## config.mk

```make
export PLATFORM = sky130hd
export DESIGN_NAME = dtree_seq_walker
export DESIGN_NICKNAME = d
export VERILOG_FILES = /design/src/rtl/dtree_seq_walker.sv
export SDC_FILE = /design/constraint.sdc
export NUM_CORES = 1
export LEC_CHECK = 0
export BUFFER_PORTS_ARGS = -buffer_cell sky130_fd_sc_hd__buf_2
export CAP_MARGIN = 20
export CORE_ASPECT_RATIO = 1.25
export CORE_MARGIN = 2
export CORE_UTILIZATION = 35
export DETAILED_ROUTE_END_ITERATION = 10
export GPL_TIMING_DRIVEN = 0
export REMOVE_ABC_BUFFERS = 1
export SLEW_MARGIN = 20
export SYNTH_ARGS = -nofsm -noshare
export SYNTH_HDL_FRONTEND = slang
export SYNTH_SLANG_ARGS = --single-unit
```

## constraint.sdc

```tcl
create_clock -name clk -period 9.3 [get_ports clk]
set_input_delay 0 -clock clk [delete_from_list [all_inputs] [get_ports clk]]
set_output_delay 0 -clock clk [all_outputs]
set_load 0.05 [all_outputs]
```

## src/rtl/dtree_seq_walker.sv

```systemverilog
// Sequential decision-tree classifier: one shared comparator walks a node table, one node per clock.
// Latency: last feature beat at edge E -> out_valid from edge E+d+1 for a leaf at depth d.
// Backpressure: s_ready low outside LOAD; the result is held in DONE until out_ready; table writes are stalled in WALK.
module dtree_seq_walker #(
  parameter int N_FEAT    = 16,
  parameter int FEAT_W    = 8,
  parameter int NODE_AW   = 5,
  parameter int CLS_W     = 4,
  parameter int MAX_DEPTH = 8
) (
  input  logic               clk,
  input  logic               rst_n,
  input  logic               s_valid,
  output logic               s_ready,
  input  logic [FEAT_W-1:0]  s_data,
  input  logic               cfg_we,
  output logic               cfg_ready,
  input  logic [NODE_AW-1:0] cfg_addr,
  input  logic [25:0]        cfg_data,
  output logic               out_valid,
  input  logic               out_ready,
  output logic [CLS_W-1:0]   out_class,
  output logic               out_err
);

  localparam int CNT_W   = (N_FEAT > 1) ? $clog2(N_FEAT) : 1;
  localparam int DEPTH_W = (MAX_DEPTH > 1) ? $clog2(MAX_DEPTH) : 1;
  localparam int CMP_W   = FEAT_W + 8;
  localparam int DEPTH_N = 1 << NODE_AW;
  // Reset-default node: a leaf with class 0, so an unprogrammed table still terminates.
  localparam logic [25:0] LEAF_CLS0 = 26'h200_0000;

  typedef enum logic [1:0] {ST_LOAD, ST_WALK, ST_DONE} state_t;

  state_t               state_q;
  logic [CNT_W-1:0]     cnt_q;
  logic [NODE_AW-1:0]   ptr_q;
  logic [NODE_AW-1:0]   ptr_d;
  logic [DEPTH_W-1:0]   depth_q;
  logic [FEAT_W-1:0]    feat_q [N_FEAT];
  logic [25:0]          tbl_q  [DEPTH_N];
  logic                 out_valid_q;
  logic [CLS_W-1:0]     out_class_q;
  logic                 out_err_q;

  // Node word fields of the node currently addressed by the walk pointer.
  logic [25:0]          node_w;
  logic                 node_leaf;
  logic [3:0]           node_fidx;
  logic [2:0]           node_shamt;
  logic [7:0]           node_thr;
  logic [FEAT_W-1:0]    feat_sel;
  logic [FEAT_W-1:0]    feat_shr;
  logic                 go_left;

  assign node_w     = tbl_q[ptr_q];
  assign node_leaf  = node_w[25];
  assign node_fidx  = node_w[24:21];
  assign node_shamt = node_w[20:18];
  assign node_thr   = node_w[17:10];

  assign s_ready    = (state_q == ST_LOAD);
  assign cfg_ready  = (state_q != ST_WALK);
  assign out_valid  = out_valid_q;
  assign out_class  = out_class_q;
  assign out_err    = out_err_q;

  // Shared comparator: out-of-range feature indices fall back to feature 0.
  always_comb begin
    feat_sel = feat_q[0];
    if (int'(node_fidx) < N_FEAT) feat_sel = feat_q[CNT_W'(node_fidx)];
    feat_shr = feat_sel >> node_shamt;
    go_left  = (CMP_W'(feat_shr) <= CMP_W'(node_thr));
    ptr_d    = go_left ? NODE_AW'(node_w[9:5]) : NODE_AW'(node_w[4:0]);
  end

  // Node table: written only outside WALK so a walk always sees a stable table.
  always_ff @(posedge clk or negedge rst_n) begin
    if (!rst_n) begin
      for (int i = 0; i < DEPTH_N; i++) tbl_q[i] <= LEAF_CLS0;
    end else if (cfg_we && cfg_ready) begin
      tbl_q[cfg_addr] <= cfg_data;
    end
  end

  // Sequencer FSM: load features, walk one node per cycle, hold result until consumed.
  always_ff @(posedge clk or negedge rst_n) begin
    if (!rst_n) begin
      state_q     <= ST_LOAD;
      cnt_q       <= '0;
      ptr_q       <= '0;
      depth_q     <= '0;
      out_valid_q <= 1'b0;
      out_class_q <= '0;
      out_err_q   <= 1'b0;
      for (int i = 0; i < N_FEAT; i++) feat_q[i] <= '0;
    end else begin
      case (state_q)
        ST_LOAD: begin
          if (s_valid) begin
            feat_q[cnt_q] <= s_data;
            if (cnt_q == CNT_W'(N_FEAT - 1)) begin
              cnt_q   <= '0;
              ptr_q   <= '0;
              depth_q <= '0;
              state_q <= ST_WALK;
            end else begin
              cnt_q <= cnt_q + CNT_W'(1);
            end
          end
        end
        ST_WALK: begin
          if (node_leaf) begin
            out_class_q <= CLS_W'(node_w[13:10]);
            out_err_q   <= 1'b0;
            out_valid_q <= 1'b1;
            state_q     <= ST_DONE;
          end else if (depth_q == DEPTH_W'(MAX_DEPTH - 1)) begin
            // Depth limit reached on an internal node: the table likely has a cycle.
            out_class_q <= '0;
            out_err_q   <= 1'b1;
            out_valid_q <= 1'b1;
            state_q     <= ST_DONE;
          end else begin
            ptr_q   <= ptr_d;
            depth_q <= depth_q + DEPTH_W'(1);
          end
        end
        ST_DONE: begin
          if (out_ready) begin
            out_valid_q <= 1'b0;
            state_q     <= ST_LOAD;
          end
        end
        default: state_q <= ST_LOAD;
      endcase
    end
  end

endmodule

```

==> results.json <==
{
  "crit_path_end_kind": "flip-flop",
  "clock_skew_ns": 0.04301,
  "vias": 25058,
  "ys_ff_latch": 980,
  "num-nets-final": 2945,
  "crit_fanout": 35,
  "final-max-slew-violation-count": 0,
  "crit_type": "flip-flop to flip-flop",
  "row_count": 147,
  "synth.distinct_cells": 69,
  "finalSetupViolations": 0,
  "reg2reg_to": "ptr_q[1]$_DFFE_PN0P_",
  "clock.fmax_mhz": 139.7,
  "firstDrtPassIters": 5,
  "critPathArrivalTime_ns": 7.69,
  "seq_area_frac_synth_pct": 54.48,
  "drcViolationCount": 0,
  "synth_warnings": 0,
  "numCtsBuffers": 105,
  "area_growth_pct": 16.67,
  "place_ws_ns": 2.099,
  "synth_top_area_share_pct": 52.62,
  "clkLatencyLatePin_ns": 0.69,
  "numPortBuffers": 51,
  "globalplace.congestion": 0.7449,
  "start_util_pct": 35.17,
  "cts_resized": 0,
  "clockBufferDepth": 3,
  "clkTransAtPathRegs_ns": 0.06,
  "post_route_cells_drive_above_1_share_pct": 54.41,
  "io_pins": 52,
  "min_path_type": "input port to flip-flop",
  "grt_pass1_vias": 27085,
  "vdd_ir_drop_max_mv": 0.3606,
  "cts.sinks": 980,
  "synth_area_leaders": "dfrtp_1, mux2_2, mux4_2, dfstp_2, mux2i_1",
  "synth_top_cell_by_area": "dfrtp_1",
  "endpoint": "ptr_q[1]$_DFFE_PN0P_",
  "grt_max_degree": 137,
  "finalCritPeriodShare_pct": 76.95,
  "cts_tree": "built",
  "globalRouteTotalUtil_pct": 17.62,
  "die_x_um": 325.0,
  "synthTopCellsByCount": "mux2_2, dfrtp_1, mux4_2",
  "start_kind": "flip-flop",
  "fin_crit_ns": 7.156,
  "synth.most_common_cell": "mux2_2",
  "p_per_area_nw_per_um2": 326.7,
  "die_area_um2": 131700,
  "reg2regPathDepth": 28,
  "tightest_slew_ns": 1.032,
  "avgSynthCellArea_um2": 15.83,
  "synth_area_um2": 45090,
  "cap_viol_max_count": 0,
  "cp_slowest_stage_delay_ns": 0.89,
  "h-tree-depth": 3,
  "synth-edff-count": 0,
  "root_buffer": "clkbuf_16",
  "cp.required_ns": 9.83,
  "grt_setup_unrepaired": "no",
  "r2r-start": "ptr_q[1]$_DFFE_PN0P_",
  "grt_overflow_total": 0,
  "avgRoutedWirePerCell_um": 24.42,
  "die_y_um": 405.3,
  "ant_nets": 0,
  "placedInstanceArea_um2": 48680,
  "leakagePower_nw": 22.87,
  "vias_per_cell": 5.347,
  "antenna_found_initial": 1,
  "first_iter_violations": 1623,
  "async_flop_share_pct": 100.0,
  "final_hold_viol_count": 0,
  "slew_headroom_pct": 29.22,
  "totalWireLength_um": 114400,
  "synth_cells": 2849,
  "status": "complete, no violations",
  "cp_slowest_cell": "dfrtp_4",
  "crit_start": "ptr_q[1]$_DFFE_PN0P_",
  "synth_ff_type": "dfrtp_1",
  "total_power_w": 0.01719,
  "fin_area_um2": 52600,
  "grt_first_pass_wirelength_um": 176900,
  "worst_slack_ns": 2.144,
  "core_region_area_um2": 128200,
  "dp_hpwl_um": 71570,
  "rrSetupSlack_ns": 2.14
}
==> worst max-delay path, delay by kind of cell, from the launching register on <==
| kind | cells | cell delay [ns] |
|---|---|---|
| AOI/OAI and AO/OA | 12 | 2.23 |
| buffers and inverters | 7 | 1.56 |
| DFF | 1 | 0.89 |
| adders and majority gates | 1 | 0.28 |
| muxes | 3 | 1.05 |
| and+or+nand+nor | 5 | 0.93 |
==> kinds of logic (layout without fill, tap and decap cells) <==
logic type	after synthesis	count (layout)	share of synthesized area, %
muxes	1319	1319	39.22
DFF	980	980	54.48
buffers and inverters	261	384	2.503
and+or+nand+nor	176	176	1.851
AOI/OAI and AO/OA	98	98	1.532
adders and majority gates	14	14	0.3885
xor gates and xnor gates	1	1	0.01943
other	0	1	0
==> worst min path at each step <==
stage | startpoint | endpoint | cells past startpoint
3_5_place_dp | rst_n | tbl_q[488]$_DFFE_PN0P_ | 1
3_3_place_gp | out_ready | state_q[1]$_DFFE_PN0P_ | 2
2_1_floorplan | rst_n | cnt_q[0]$_DFFE_PN0P_ | 0
5_1_grt | cfg_addr[2] | tbl_q[704]$_DFFE_PN0P_ | 3
4_1_cts | cfg_addr[2] | tbl_q[724]$_DFFE_PN0P_ | 3
6_report | cfg_addr[2] | tbl_q[704]$_DFFE_PN0P_ | 3
==> where the power goes <==
part	internal [W]	switching, W
Sequential	0.00539	0.000705
Combinational	0.00364	0.00326
Clock	0.00243	0.00176
==> layout by cell type, fill, tap and decap left out, types with 25 or more instances in the layout <==
cell type        n
dfrtp_1        943
mux2_2         984
clkbuf_16      107
clkbuf_1        31
dlygate4sd3_1   40
clkbuf_8        28
dfstp_2         32
o21ai_0         25
nand2_1         62
mux4_2         246
buf_2           50
mux2i_1         74
buf_16          56
==> through the flow <==
| step | cells | TNS, ns | hold WS (ns) | util [%] |
|---|---|---|---|---|
| after global placement | 4368 | - | 0.2105 | 36.21 |
| after floorplan | 2604 | -19.50 | -0.2956 | - |
| after detailed placement | 4452 | 0 | -0.006587 | 37.97 |
| after CTS | 4685 | 0 | 0.0009407 | 41.02 |
| final | 4686 | 0 | 0.05943 | 41.03 |
| after global routing | 4685 | 0 | 0.02403 | 41.03 |
==> layout make-up <==
type	instances	area, µm²
antenna	1	2.502
clock buffer	166	3179
clock inverter	26	297.8
fill	11557	75600
inverter	16	60.06
multi-input combinational	1608	19640
sequential	980	24580
tap	1713	2143
timing repair buffer	176	2694
==> per-layer routing <==
metal  vias to the layer above  routed length (µm)  track usage, %
met5                         -                  12               0
met4                         2                2475           4.930
met3                       144                4710           2.975
met2                       425               55320           28.94
met1                     13782               51890           24.11
li1                      10705                   -               -
==> sequential cells by signal (all words and copies together) (netlist names) <==
register   flops
out_valid      1
depth_q        3
tbl_q        832
ptr_q          5
out_err        1
out_class      4
cnt_q          4
state_q        2
feat_q       128
==> repair_timing <==
action                     4_1_cts  5_1_grt
hold endpoints to repair      1353        0
setup buffers                    0        0
hold buffers                    41        0
setup endpoints to repair        0        0
No activity file was read; power rests on OpenSTA's default activity.
